--- src/rtl/hd_transfer_ctrl_pkg.sv ---
// Shared constants and types for the disk <-> memory block-copy controller.
// Widths and region sizes also appear in the OS memory map.
package hd_ctrl_pkg;

  localparam int unsigned DATA_WIDTH     = 32;
  localparam int unsigned DISK_SIZE      = 4096;
  localparam int unsigned MEM_ADDR_WIDTH = 15;
  localparam int unsigned CNT_WIDTH      = 13;
  localparam int unsigned REGION         = 2048;

  localparam logic DIR_LOAD  = 1'b0;
  localparam logic DIR_STORE = 1'b1;

  typedef enum logic [2:0] {
    IDLE,
    CHECK,
    READ,
    WRITE,
    FINISH
  } state_e;

endpackage

--- src/rtl/hd_transfer_ctrl_if.sv ---
// Request, status, disk and memory signals of the transfer controller.
// The controller is master of both the disk and the memory ports.
interface hd_transfer_ctrl_if;
  import hd_ctrl_pkg::*;

  logic                      start;
  logic                      dir;
  logic [DATA_WIDTH-1:0]     disk_base;
  logic [MEM_ADDR_WIDTH-1:0] mem_base;
  logic [CNT_WIDTH-1:0]      word_count;

  logic [DATA_WIDTH-1:0]     hd_address;
  logic                      hd_write_flag;
  logic [DATA_WIDTH-1:0]     hd_input_data;
  logic [DATA_WIDTH-1:0]     hd_output;

  logic [MEM_ADDR_WIDTH-1:0] mem_address;
  logic                      mem_write;
  logic [DATA_WIDTH-1:0]     mem_wdata;
  logic [DATA_WIDTH-1:0]     mem_rdata;

  logic                      busy;
  logic                      done;
  logic                      error;

  modport master (
    input  start, dir, disk_base, mem_base, word_count, hd_output, mem_rdata,
    output hd_address, hd_write_flag, hd_input_data,
    output mem_address, mem_write, mem_wdata,
    output busy, done, error
  );

  modport slave (
    output start, dir, disk_base, mem_base, word_count, hd_output, mem_rdata,
    input  hd_address, hd_write_flag, hd_input_data,
    input  mem_address, mem_write, mem_wdata,
    input  busy, done, error
  );

endinterface

--- src/rtl/hd_transfer_ctrl.sv ---
// Copies word_count words between disk and memory, one word per READ/WRITE pair.
// Bounds are checked once up front; a rejected request pulses error and writes nothing.
module hd_transfer_ctrl
  import hd_ctrl_pkg::*;
(
  input  logic               clk,
  input  logic               rst_n,
  hd_transfer_ctrl_if.master bus
);

  localparam int unsigned SUM_W     = DATA_WIDTH + 1;
  localparam int unsigned MEM_WORDS = 1 << MEM_ADDR_WIDTH;

  state_e                    state, state_nxt;
  logic [CNT_WIDTH-1:0]      idx, idx_nxt;
  logic                      dir_q;
  logic [DATA_WIDTH-1:0]     disk_base_q;
  logic [MEM_ADDR_WIDTH-1:0] mem_base_q;
  logic [CNT_WIDTH-1:0]      count_q;

  logic [DATA_WIDTH-1:0]     hd_addr_q, hd_addr_nxt;
  logic [MEM_ADDR_WIDTH-1:0] mem_addr_q, mem_addr_nxt;
  logic                      hd_we_q, hd_we_nxt;
  logic                      mem_we_q, mem_we_nxt;
  logic                      busy_q, busy_nxt;
  logic                      done_q, done_nxt;
  logic                      error_q, error_nxt;

  logic disk_oob_c, mem_oob_c;

  // Sums carry one extra bit so a large base cannot wrap past the limit.
  assign disk_oob_c = (SUM_W'(disk_base_q) + SUM_W'(count_q)) > SUM_W'(DISK_SIZE);
  assign mem_oob_c  = (SUM_W'(mem_base_q) + SUM_W'(count_q)) > SUM_W'(MEM_WORDS);

  always_ff @(posedge clk or negedge rst_n) begin
    if (!rst_n) begin
      state       <= IDLE;
      idx         <= '0;
      dir_q       <= DIR_LOAD;
      disk_base_q <= '0;
      mem_base_q  <= '0;
      count_q     <= '0;
      hd_addr_q   <= '0;
      mem_addr_q  <= '0;
      hd_we_q     <= 1'b0;
      mem_we_q    <= 1'b0;
      busy_q      <= 1'b0;
      done_q      <= 1'b0;
      error_q     <= 1'b0;
    end else begin
      state      <= state_nxt;
      idx        <= idx_nxt;
      hd_addr_q  <= hd_addr_nxt;
      mem_addr_q <= mem_addr_nxt;
      hd_we_q    <= hd_we_nxt;
      mem_we_q   <= mem_we_nxt;
      busy_q     <= busy_nxt;
      done_q     <= done_nxt;
      error_q    <= error_nxt;
      if (state == IDLE && bus.start) begin
        dir_q       <= bus.dir;
        disk_base_q <= bus.disk_base;
        mem_base_q  <= bus.mem_base;
        count_q     <= bus.word_count;
      end
    end
  end

  // Outputs are decoded from the next state so they line up with the state register.
  always_comb begin
    logic [DATA_WIDTH-1:0]     disk_addr;
    logic [MEM_ADDR_WIDTH-1:0] mem_addr;

    state_nxt    = state;
    idx_nxt      = idx;
    hd_addr_nxt  = hd_addr_q;
    mem_addr_nxt = mem_addr_q;
    hd_we_nxt    = 1'b0;
    mem_we_nxt   = 1'b0;
    error_nxt    = 1'b0;
    disk_addr    = '0;
    mem_addr     = '0;

    case (state)
      IDLE: begin
        if (bus.start) state_nxt = CHECK;
      end
      CHECK: begin
        if (disk_oob_c || mem_oob_c) begin
          error_nxt = 1'b1;
          state_nxt = IDLE;
        end else if (count_q == '0) begin
          state_nxt = FINISH;
        end else begin
          idx_nxt   = '0;
          state_nxt = READ;
        end
      end
      READ: begin
        state_nxt = WRITE;
      end
      WRITE: begin
        idx_nxt   = idx + CNT_WIDTH'(1);
        state_nxt = (idx_nxt == count_q) ? FINISH : READ;
      end
      FINISH: begin
        state_nxt = IDLE;
      end
      default: begin
        state_nxt = IDLE;
      end
    endcase

    disk_addr = disk_base_q + DATA_WIDTH'(idx_nxt);
    mem_addr  = mem_base_q + MEM_ADDR_WIDTH'(idx_nxt);

    if (state_nxt == READ) begin
      if (dir_q == DIR_LOAD) hd_addr_nxt  = disk_addr;
      else                   mem_addr_nxt = mem_addr;
    end

    if (state_nxt == WRITE) begin
      if (dir_q == DIR_LOAD) begin
        mem_addr_nxt = mem_addr;
        mem_we_nxt   = 1'b1;
      end else begin
        hd_addr_nxt = disk_addr;
        hd_we_nxt   = 1'b1;
      end
    end

    busy_nxt = (state_nxt != IDLE);
    done_nxt = (state_nxt == FINISH);
  end

  assign bus.hd_address    = hd_addr_q;
  assign bus.hd_write_flag = hd_we_q;
  assign bus.mem_address   = mem_addr_q;
  assign bus.mem_write     = mem_we_q;
  assign bus.busy          = busy_q;
  assign bus.done          = done_q;
  assign bus.error         = error_q;

  // Source read data only arrives during WRITE, so write data is a gated pass-through.
  assign bus.mem_wdata     = mem_we_q ? bus.hd_output : '0;
  assign bus.hd_input_data = hd_we_q  ? bus.mem_rdata : '0;

endmodule

--- src/flat_wrapper.sv ---
// flat-port wrapper written by rule: the top's interface ports become plain ports
module hd_transfer_ctrl_flat import hd_ctrl_pkg::*;
  (clk, rst_n, bus_start, bus_dir, bus_disk_base, bus_mem_base, bus_word_count, bus_hd_output, bus_mem_rdata, bus_hd_address, bus_hd_write_flag, bus_hd_input_data, bus_mem_address, bus_mem_write, bus_mem_wdata, bus_busy, bus_done, bus_error);
  hd_transfer_ctrl_if bus_i ();
  input  logic clk;
  input  logic rst_n;
  input wire logic [$bits(bus_i.start)-1:0] bus_start;
  input wire logic [$bits(bus_i.dir)-1:0] bus_dir;
  input wire logic [$bits(bus_i.disk_base)-1:0] bus_disk_base;
  input wire logic [$bits(bus_i.mem_base)-1:0] bus_mem_base;
  input wire logic [$bits(bus_i.word_count)-1:0] bus_word_count;
  input wire logic [$bits(bus_i.hd_output)-1:0] bus_hd_output;
  input wire logic [$bits(bus_i.mem_rdata)-1:0] bus_mem_rdata;
  output wire logic [$bits(bus_i.hd_address)-1:0] bus_hd_address;
  output wire logic [$bits(bus_i.hd_write_flag)-1:0] bus_hd_write_flag;
  output wire logic [$bits(bus_i.hd_input_data)-1:0] bus_hd_input_data;
  output wire logic [$bits(bus_i.mem_address)-1:0] bus_mem_address;
  output wire logic [$bits(bus_i.mem_write)-1:0] bus_mem_write;
  output wire logic [$bits(bus_i.mem_wdata)-1:0] bus_mem_wdata;
  output wire logic [$bits(bus_i.busy)-1:0] bus_busy;
  output wire logic [$bits(bus_i.done)-1:0] bus_done;
  output wire logic [$bits(bus_i.error)-1:0] bus_error;
  assign bus_i.start = bus_start;
  assign bus_i.dir = bus_dir;
  assign bus_i.disk_base = bus_disk_base;
  assign bus_i.mem_base = bus_mem_base;
  assign bus_i.word_count = bus_word_count;
  assign bus_i.hd_output = bus_hd_output;
  assign bus_i.mem_rdata = bus_mem_rdata;
  assign bus_hd_address = bus_i.hd_address;
  assign bus_hd_write_flag = bus_i.hd_write_flag;
  assign bus_hd_input_data = bus_i.hd_input_data;
  assign bus_mem_address = bus_i.mem_address;
  assign bus_mem_write = bus_i.mem_write;
  assign bus_mem_wdata = bus_i.mem_wdata;
  assign bus_busy = bus_i.busy;
  assign bus_done = bus_i.done;
  assign bus_error = bus_i.error;
  hd_transfer_ctrl u_core (.clk(clk), .rst_n(rst_n), .bus(bus_i));
endmodule
--- config.mk ---
export PLATFORM = sky130hd
export DESIGN_NAME = hd_transfer_ctrl_flat
export DESIGN_NICKNAME = d
export VERILOG_FILES = /design/src/rtl/hd_transfer_ctrl_pkg.sv /design/src/rtl/hd_transfer_ctrl_if.sv /design/src/rtl/hd_transfer_ctrl.sv /design/src/flat_wrapper.sv
export SDC_FILE = /design/constraint.sdc
export NUM_CORES = 1
export LEC_CHECK = 0
export ABC_AREA = 1
export BUFFER_PORTS_ARGS = -buffer_cell sky130_fd_sc_hd__buf_2
export CORE_UTILIZATION = 53
export DETAILED_ROUTE_END_ITERATION = 16
export PLACE_DENSITY_LB_ADDON = 0.15
export SLEW_MARGIN = 5
export SYNTH_ARGS = -nofsm -noshare
export SYNTH_HDL_FRONTEND = slang
export SYNTH_SLANG_ARGS = --single-unit
export TNS_END_PERCENT = 50
--- constraint.sdc ---
create_clock -name clk -period 7.6 [get_ports clk]
set_input_delay 0.38 -clock clk [delete_from_list [all_inputs] [get_ports clk]]
set_output_delay 0.38 -clock clk [all_outputs]
set_load 0.05 [all_outputs]
======== After elaboration in Yosys (flattened, before gate mapping) ========
Cells that the tools add are included.
storage, ports and cells
  bits in registers ....................... 129
  input port bits ......................... 128
  output and inout bits ................... 116
  logic and storage cells ................. 56
cells by class
  add/sub/neg operators ................... 5
  order comparisons ....................... 2
  equal/unequal tests ..................... 7
  muxes and demuxes ....................... 24
  reductions and logical operators ........ 5
operator list
  cell                     number
  $mux W32                 6
  $mux W15                 4
  $add A32 B13 Y33         1
  $gt A33 B13 Y1 const B   1
  $gt A33 B16 Y1 const B   1
  $add A32 B13 Y32         1
  $mux W13                 2
  $pmux W13 S2             1
  $add A15 B13 Y16         1
  $add A15 B13 Y15         1
  $add A13 B1 Y13 const B  1
  $eq A13 B13 Y1           1
  $logic_not A13 Y1        1
  $eq A3 B2 Y1 const B     4
  $mux W3                  4
  $pmux W3 S4              1
  $mux W1                  6
  $eq A3 B1 Y1 const B     1
  $eq A3 B3 Y1 const B     1
  $logic_not A3 Y1         1
  $reduce_bool A3 Y1       1
  $logic_and A1 B1 Y1      1
  $logic_or A1 B1 Y1       1

======== Logic depth before layout (Yosys ltp) ========
Gate-level depths: netlist of run 1.
  depth after elaboration ................. 10
  mapped depth ............................ 37
  gate-level depth less buffers ........... 36

======== Least setup slack after synthesis of run 1 ========
No wires, ideal clock.
  path kind ............................... register to register
  from .................................... register u_core.count_q[0]
  to ...................................... register u_core.hd_addr_q[28] (netlist: u_core.bus.hd_address[28])
  setup time .............................. 0.113 ns
  data arrival time ....................... 4.473 ns
  data required time ...................... 7.487 ns
  setup slack ............................. 3.014 ns
  stages on the path, launching flop included .. 35
  path buffers ............................ 1
  path through ............................ dfrtp_1 -> ha_1 -> fa_1 -> nand2_1 -> nand2_1 -> nand3_1 -> nand2_1 -> nand2_1 -> nand2_1 -> nand2_1 -> nand3_1 -> nor2_1 -> nand2_1 -> nor3_2 -> nand4_2 -> buf_2 -> nand2_1 -> inv_1 -> ha_1 -> nand3_1 -> nand3_1 -> a21oi_1 -> o21ai_0 -> nand4_1 -> nand2_1 -> a21oi_1 -> nor2_1 -> nand2_1 -> nor2_1 -> nand2_1 -> xor2_1 -> inv_1 -> nand2_1 -> nand2_1 -> inv_1
between the ends
  cells in the longest elaborated chain, start to end .. 10
ends and longest elaborated chain
  item                                                  line                                            text
  start: declaration                                    hd_transfer_ctrl.sv:19                          logic [CNT_WIDTH-1:0] count_q;
  start signal: assignment                              hd_transfer_ctrl.sv:64                          count_q <= bus.word_count;
  $add A32 B13 Y33 or $add A15 B13 Y16 (tied branches)  hd_transfer_ctrl.sv:32, hd_transfer_ctrl.sv:33
  $gt A33 B13 Y1 or $gt A33 B16 Y1 (tied branches)      hd_transfer_ctrl.sv:32, hd_transfer_ctrl.sv:33
  $logic_or A1 B1 Y1                                    hd_transfer_ctrl.sv:89                          if (disk_oob_c || mem_oob_c) begin
  $mux W13 *                                            hd_transfer_ctrl.sv:89
  $pmux W13 S2 *                                        hd_transfer_ctrl.sv:84                          case (state)
  named net u_core.idx_nxt[3]                           hd_transfer_ctrl.sv:15                          logic [CNT_WIDTH-1:0] idx, idx_nxt;
  $add A32 B13 Y32 *                                    hd_transfer_ctrl.sv:114                         disk_addr = disk_base_q + DATA_WIDTH'(idx_nxt);
  $mux W32                                              hd_transfer_ctrl.sv:118                         if (dir_q == DIR_LOAD) hd_addr_nxt = disk_addr;
  $mux W32                                              hd_transfer_ctrl.sv:117                         if (state_nxt == READ) begin
  $mux W32                                              hd_transfer_ctrl.sv:123                         if (dir_q == DIR_LOAD) begin
  $mux W32 *                                            hd_transfer_ctrl.sv:122                         if (state_nxt == WRITE) begin
  named net u_core.hd_addr_nxt[28]                      hd_transfer_ctrl.sv:21                          logic [DATA_WIDTH-1:0] hd_addr_q, hd_addr_nxt;
  end signal: assignment                                hd_transfer_ctrl.sv:53                          hd_addr_q <= hd_addr_nxt;
  end: declaration                                      hd_transfer_ctrl.sv:21
Mark *: on every way through the listed nets, which the timed path passes. The rest lies on a longest branch.
A chain may end at the register's enable or synchronous reset.

======== Worst setup path after layout of run 1 ========
Ends and elaborated chain as after synthesis.

==> results of run 1 <==
sequential cells by signal, indices dropped and copies added (netlist names):
| signal | cells |
|---|---|
| u_core.dir_q | 1 |
| u_core.bus.done | 1 |
| u_core.mem_base_q | 15 |
| u_core.bus.error | 1 |
| u_core.count_q | 13 |
| u_core.disk_base_q | 32 |
| u_core.idx | 13 |
| u_core.bus.hd_address | 32 |
| u_core.bus.hd_write_flag | 1 |
| u_core.state | 3 |
| u_core.bus.mem_address | 15 |
| u_core.bus.busy | 1 |
| u_core.bus.mem_write | 1 |
stage by stage:
step	hold WS, ns	total power, mW
after floorplan	0.0844	1.26
after global placement	0.413	1.46
after detailed placement	0.420	1.46
after CTS	0.177	2.22
after global routing	0.182	2.35
final	0.180	2.23
placed cells by master (no fill, tap or decap), types with 3 or more instances in the layout:
master and n:
nor4_1 3, buf_2 242, nor3_1 9, dfrtp_1 129, nor3_2 5, nand4_1 17
clkinvlp_4 4, nand3_4 3, nor2_1 116, o21ai_0 28, or2_2 4, nand3_1 117
nand2_1 417, o211ai_1 3, xor2_1 56, inv_1 218, nand2_2 5, inv_2 3
clkinv_2 5, ha_1 53, buf_4 3, o21bai_1 3, xnor2_1 9, nand3b_1 3
clkbuf_16 17, fa_1 4, mux2_2 35, o21a_1 3, a21oi_1 79, and3_1 3
worst paths after layout:
path / start / end / depth (start not counted)
max in group asynchronous: rst_n / u_core.bus.hd_address[26] / 3
worst min register to register: u_core.bus.mem_address[7] / u_core.bus.mem_address[7] / 2
min in group asynchronous: rst_n / u_core.mem_base_q[8] / 2
worst max register to register: u_core.count_q[0] / u_core.bus.hd_address[28] / 34
worst max-delay path: u_core.count_q[0] / u_core.bus.hd_address[28] / 34
worst min-delay path: bus_disk_base[7] / u_core.disk_base_q[7] / 2
logic make-up (layout without fill, tap and decap cells):
family,Yosys count,in the layout,synth area share (%)
AOI/OAI and AO/OA,125,125,6.90
buffers and inverters,252,497,10.1
DFF,129,129,33.4
and+or+nand+nor,711,711,31.4
xor gates and xnor gates,67,67,6.37
adders and majority gates,57,57,7.70
muxes,35,35,4.08
layout make-up:
| class | instances | area (um^2) | area share (%) |
|---|---|---|---|
| flip-flops and latches | 129 | 3230 | 27.9 |
| clock inverters | 11 | 93.8 | 0.811 |
| inverters | 222 | 833 | 7.20 |
| well taps | 225 | 282 | 2.43 |
| multi-input cells | 995 | 5460 | 47.2 |
| repair buffers | 246 | 1240 | 10.7 |
| clock buffers | 18 | 429 | 3.71 |
worst max-delay path: cells and delay by family, from the launching register on:
kind,cells,cell delay (ns)
AO/OA/AOI/OAI,4,0.88
XOR/XNOR,1,0.14
adder cells (fa/ha/maj),4,1.27
buffers and inverters,3,0.22
flip-flops,1,0.43
AND/OR/NAND/NOR,22,2.76
layer usage:
metal	vias to the layer above	part of all wire [%]	track usage (%)
li1	4802	-	-
met3	38	8.5	5.96
met1	4516	44	46.5
met2	429	44	52.4
met5	-	0	0
met4	0	2.8	11.7
power by group:
part           internal, mW  leakage [nW]  switching, mW
clock                 0.441         0.249          0.322
combinational         0.245          5.17          0.410
sequential            0.734          1.60         0.0810
total                  1.42          7.03          0.813
synth_stat cells:
| master | count |
|---|---|
| a21o_1 | 2 |
| nor3_1 | 9 |
| fa_1 | 4 |
| mux2_2 | 35 |
| o31ai_1 | 1 |
| nor2_4 | 1 |
| buf_4 | 4 |
| xor2_1 | 56 |
| nor2_1 | 116 |
| nand2_2 | 5 |
| buf_2 | 5 |
| a21oi_1 | 79 |
| a211oi_1 | 2 |
| clkbuf_1 | 16 |
| a31oi_1 | 1 |
| or2_2 | 4 |
| buf_6 | 1 |
| a21boi_0 | 1 |
| o21bai_1 | 3 |
| buf_1 | 4 |
| nand3_4 | 2 |
| o22ai_1 | 1 |
| ha_1 | 53 |
| o211ai_1 | 3 |
| dfrtp_1 | 129 |
| xnor2_1 | 9 |
| o21ai_1 | 1 |
| inv_2 | 3 |
| nand4_2 | 1 |
| o21a_1 | 3 |
| and3_1 | 3 |
| o21ai_0 | 28 |
| nand3b_1 | 3 |
| xnor3_1 | 2 |
| and2_1 | 2 |
| nand4_1 | 17 |
| nor4_1 | 3 |
| nand2_4 | 2 |
| nor3_4 | 1 |
| nand3_1 | 118 |
| inv_1 | 218 |
| nor3_2 | 5 |
| clkinv_1 | 1 |
| nand2_1 | 417 |
| nor2_2 | 2 |
==> key figures, run 1 <==
Worst setup path
  – Startpoint types: flop
  – Worst path max stage delay: 0.47 ns
  – Critical path endpoint category: flop
  – Worst-path fanout max: 14
  – R2R setup slack: 1.84 ns
  – WP data required: 7.96 ns
  – WS Path Type: flop to flop
  – Arr. time, crit path: 6.12 ns
  – Worst path most repeated cell: nand2_1
  – CP max stage cell: nand4_2

Layout
  – Fillers: 1591
  – Nets: between 1500 and 2000
  – Layout area overhead: 19.9%
  – Fin util: 66.0%
  – Share of cells above drive strength 1: around a fifth
  – Finished Layout Cells: 1846
  – Final Cell Area: 11600 um^2
  – Antenna diode count: 0

Timing
  – Worst slew pin tran: roughly 1.1 ns
  – RSZ-0062 raised after global routing: no
  – Crit share post-route: 75.8%
  – Slew HR: between 20% and 30%
  – Final TNS setup: 0 ns
  – Pins Over Slew Limit: 0
  – Setup WS post-layout: 1.84 ns
  – Max Freq: about 170 MHz
  – Tmin final: 5.76 ns
  – Fin. Hold Viols: 0
  – Setup violators final: 0
  – Fin Clk Skew: 0.0186 ns

Floorplan
  – Die H: 137 um
  – Die ar.: 18800 um^2
  – Row count: 48
  – Starting density of the core: 55.0%
  – Core box area: 17500 um^2
  – Ports: 244
  – Die W: 137 um

Routing
  – DR iter-0 viols: 728
  – Residual DRC: 0
  – Vias: 9785
  – Drt first pass iters: 5
  – Vias per inst: between 5 and 6
  – Post-DR wirelength/cell: 16.9 um
  – DRT antenna net count: 0
  – Final wirelength: approximately 31000 um

Synthesis
  – Seq/Total Area, Yosys: 33.4%
  – Post-synthesis register bit count: 129
  – Syn Nets: ~1600
  – Cell area after synthesis: ~9700 um^2
  – Mean post-synth cell area: around 7.0 um^2
  – Post-synthesis cell type count: 45
  – Synth warn: 0
  – Leading area contributor after synthesis: dfrtp_1
  – Share of Yosys cell area claimed by the top area cell type: 33.4%
  – Post-synthesis instance total: between 1000 and 1500
  – Top cells by area, synth: dfrtp_1, nand2_1, inv_1

Clock tree
  – CTS tree: built
  – CTS resizes: 0
  – Clock Sinks: 129
  – CTS HTree Levels: 4
  – CTS Buffer Depth: 2
  – Clk Latency, worst-skew pair: 0.43 ns
  – Setup Buffers After CTS: 0
  – Clk root buf: clkbuf_16
  – Clock transition at the registers of the reported paths: 0.06 ns
  – Cts hold-fix bufs: 1
  – CTS buffer count: 17

Global routing
  – Largest net degree at the start of global routing: just under 90
  – Grt total ovfl: 0
  – Gr usage total: 33.5%
  – Initial antenna violation count: 0
  – First-pass GRT wire length: between 40000 and 50000 um
  – Vias in the first global route: 8775

Placed design
  – Hpwl dp: 24700 um
  – Cells after DPL: 1816
  – Setup Slack @ Placement: 1.97 ns
  – GP Congestion: 0.972
  – Post-Place Cell Area: about 11000 um^2
  – IO buf count: 243

Pwr
  – Pwr per Cell Area: around 190 nW/um^2
  – Leak pwr: 7.03 nW
  – Worst IR Drop VDD: 0.161 mV

Min path
  – Hold crit path type: primary input to flop

Outcome
  – Outcome: finished, final reports clean

Job
  – Max-cap check violation count: 0
(Power assumes the default switching activity.)
==> run 2, diff against run 1 <==
==> constraint.sdc (replaced) <==
create_clock -name clk -period 5.8 [get_ports clk]
set_input_delay 0.29 -clock clk [delete_from_list [all_inputs] [get_ports clk]]
set_output_delay 0.29 -clock clk [all_outputs]
set_load 0.05 [all_outputs]
==> run 2 against run 1 <==
Utilization rose by 0.98 points; largest cell class unchanged; clock-buffer cell count up 3; clock skew shrank 0.0083 ns; critical endpoint is now u_core.bus.hd_address[27]; power rose by 40%; register-to-register slack got worse by 1.3 ns; clock power up 56%; design area is 1.5% higher.
==> key figures, run 2 (synthesis gave the netlist of run 1 again) <==
Outcome
  – Outcome: finished, final reports clean

Worst setup path
  – Critical path endpoint category: flop
  – R2R depth: 32
  – R2R setup slack: 0.53 ns
  – Worst flop-to-flop path startpoint: u_core.count_q[0]
  – RR Endpoint: u_core.bus.hd_address[27]
  – Worst-path fanout max: 7
  – Worst Setup EP: u_core.bus.hd_address[27]
  – WP data required: a little over 6 ns
  – WS Path Type: flop to flop
  – Startpoint types: flop
  – Worst path max stage delay: 0.43 ns
  – Worst path most repeated cell: nand2_1
  – Crit path from: u_core.count_q[0]
  – Arr. time, crit path: 5.62 ns
  – CP max stage cell: dfrtp_1

Job
  – Max-cap check violation count: 0

Timing
  – Max Freq: between 150 and 200 MHz
  – Pins Over Slew Limit: 0
  – Final TNS setup: 0 ns
  – Slew HR: 27.7%
  – Crit share post-route: 90.8%
  – Worst slew pin tran: 1.08 ns
  – Fin Clk Skew: 0.0103 ns
  – RSZ-0062 raised after global routing: no
  – Tmin final: 5.27 ns
  – Setup violators final: 0
  – Fin. Hold Viols: 0

Floorplan
  – Die ar.: 18800 um^2
  – Die W: 137 um
  – Starting density of the core: a little under three fifths
  – Row count: 48
  – Core box area: 17500 um^2
  – Die H: 137 um
  – Ports: between 200 and 250

Global routing
  – First-pass GRT wire length: 48900 um
  – Vias in the first global route: 9002
  – Grt total ovfl: 0
  – Largest net degree at the start of global routing: 88
  – Initial antenna violation count: 1
  – Gr usage total: 35.1%

Layout
  – Commonest non-fill, non-tap cell in the layout: nand2_1
  – Layout area overhead: 21.7%
  – Most frequent cells in the layout: nand2_1, buf_2, inv_1
  – Fillers: 1558
  – Finished Layout Cells: ~1900
  – Nets: between 1500 and 2000
  – Share of cells above drive strength 1: 21.1%

Clock tree
  – CTS buffer count: 17
  – Clock Sinks: 129
  – CTS Buffer Depth: 2
  – Clk Latency, worst-skew pair: 0.43 ns
  – CTS tree: built
  – CTS HTree Levels: 4
  – Clock transition at the registers of the reported paths: 0.06 ns
  – Setup Buffers After CTS: 0
  – Clk root buf: clkbuf_16

Placed design
  – IO buf count: about 240
  – GP Congestion: approximately 0.94
  – Hpwl dp: 25000 um
  – Cells after DPL: 1819

Min path
  – Hold path startpoint: bus_mem_base[10]
  – Hold crit path type: primary input to flop

Pwr
  – Pwr per Cell Area: 265 nW/um^2
  – Total power: 3.12 mW
  – Worst IR Drop VDD: 0.201 mV
  – Leak pwr: 7.12 nW

Routing
  – Vias: 9777
  – DR iter-0 viols: 798
  – Vias per inst: 5.27
  – Drt first pass iters: 5
  – Residual DRC: 0
  – DRT antenna net count: 0
  – Final wirelength: around 32000 um
  – Post-DR wirelength/cell: ~17 um
[run 2: cell types whose count changed in the layout (fill, tap and decap cells not counted), moves of 2 or more]
cell and delta:
diode_2 +2, a21oi_2 +2, clkinv_2 -4, clkinvlp_4 -2, a21oi_1 -2, clkinv_4 +2
buf_4 +3, clkbuf_8 +3, bufinv_16 +3
[run 2: critical path, delay by kind of cell (launching register included)]
kind                       cells  cell delay [ns]
AOI/OAI and AO/OA              4             0.80
and+or+nand+nor               23             2.71
DFF                            1             0.43
adders and majority gates      3             1.01
buffers and inverters          1             0.07
xor gates and xnor gates       1             0.17
[run 2: how the worst min path moves through the flow]
stage / to / cells after the start / slack [ns]
6_report: u_core.mem_base_q[10] / 2 / 0.09
5_1_grt: u_core.mem_base_q[10] / 2 / 0.09
4_1_cts: u_core.mem_base_q[10] / 2 / 0.09
3_5_place_dp: u_core.mem_base_q[9] / 1 / 0.35
3_3_place_gp: u_core.mem_base_q[9] / 1 / 0.35
2_1_floorplan: u_core.bus.busy / 0 / -0.006
[run 2: repair_timing]
item                       in CTS  in global routing
setup endpoints to repair       0                 13
gates resized for setup         0                  5
hold endpoints to repair       47                  0
hold buffers                    1                  0
[run 2: routing by layer]
layer,up-vias,part of all wire (%),global-route usage [%]
met5,-,0,0
met4,0,3.9,15.8
met3,59,7.8,7.81
met2,393,44,52.3
met1,4508,45,48.4
li1,4817,-,-
[run 2: report_power, final]
part           switching [mW]  internal (mW)  total (mW)
Combinational           0.540          0.322       0.862
Sequential              0.105          0.961        1.07
Clock                   0.433          0.758        1.19
[run 2: cell type report]
| type | instances | area (um^2) | share of cell area (%) |
|---|---|---|---|
| Antenna cell | 2 | 5.00 | 0.0426 |
| Clock buffer | 21 | 470 | 4.01 |
| Clock inverter | 11 | 175 | 1.49 |
| Inverter | 222 | 833 | 7.10 |
| Multi-Input combinational cell | 995 | 5480 | 46.7 |
| Sequential cell | 129 | 3230 | 27.5 |
| Tap cell | 225 | 282 | 2.40 |
| Timing Repair Buffer | 249 | 1270 | 10.8 |
[run 2: per-stage QoR]
step / area (um^2) / hold slack [ns] / util [%] / worst slack, ns
after detailed placement: 11100 / 0.351 / 63.1 / 0.422
final: 11700 / 0.0930 / 67.0 / 0.533
after CTS: 11700 / 0.0864 / 66.8 / 0.373
after floorplan: 9650 / -0.00559 / - / 1.21
after global placement: 11100 / 0.348 / 63.1 / 0.605
after global routing: 11700 / 0.0852 / 66.9 / 0.0219
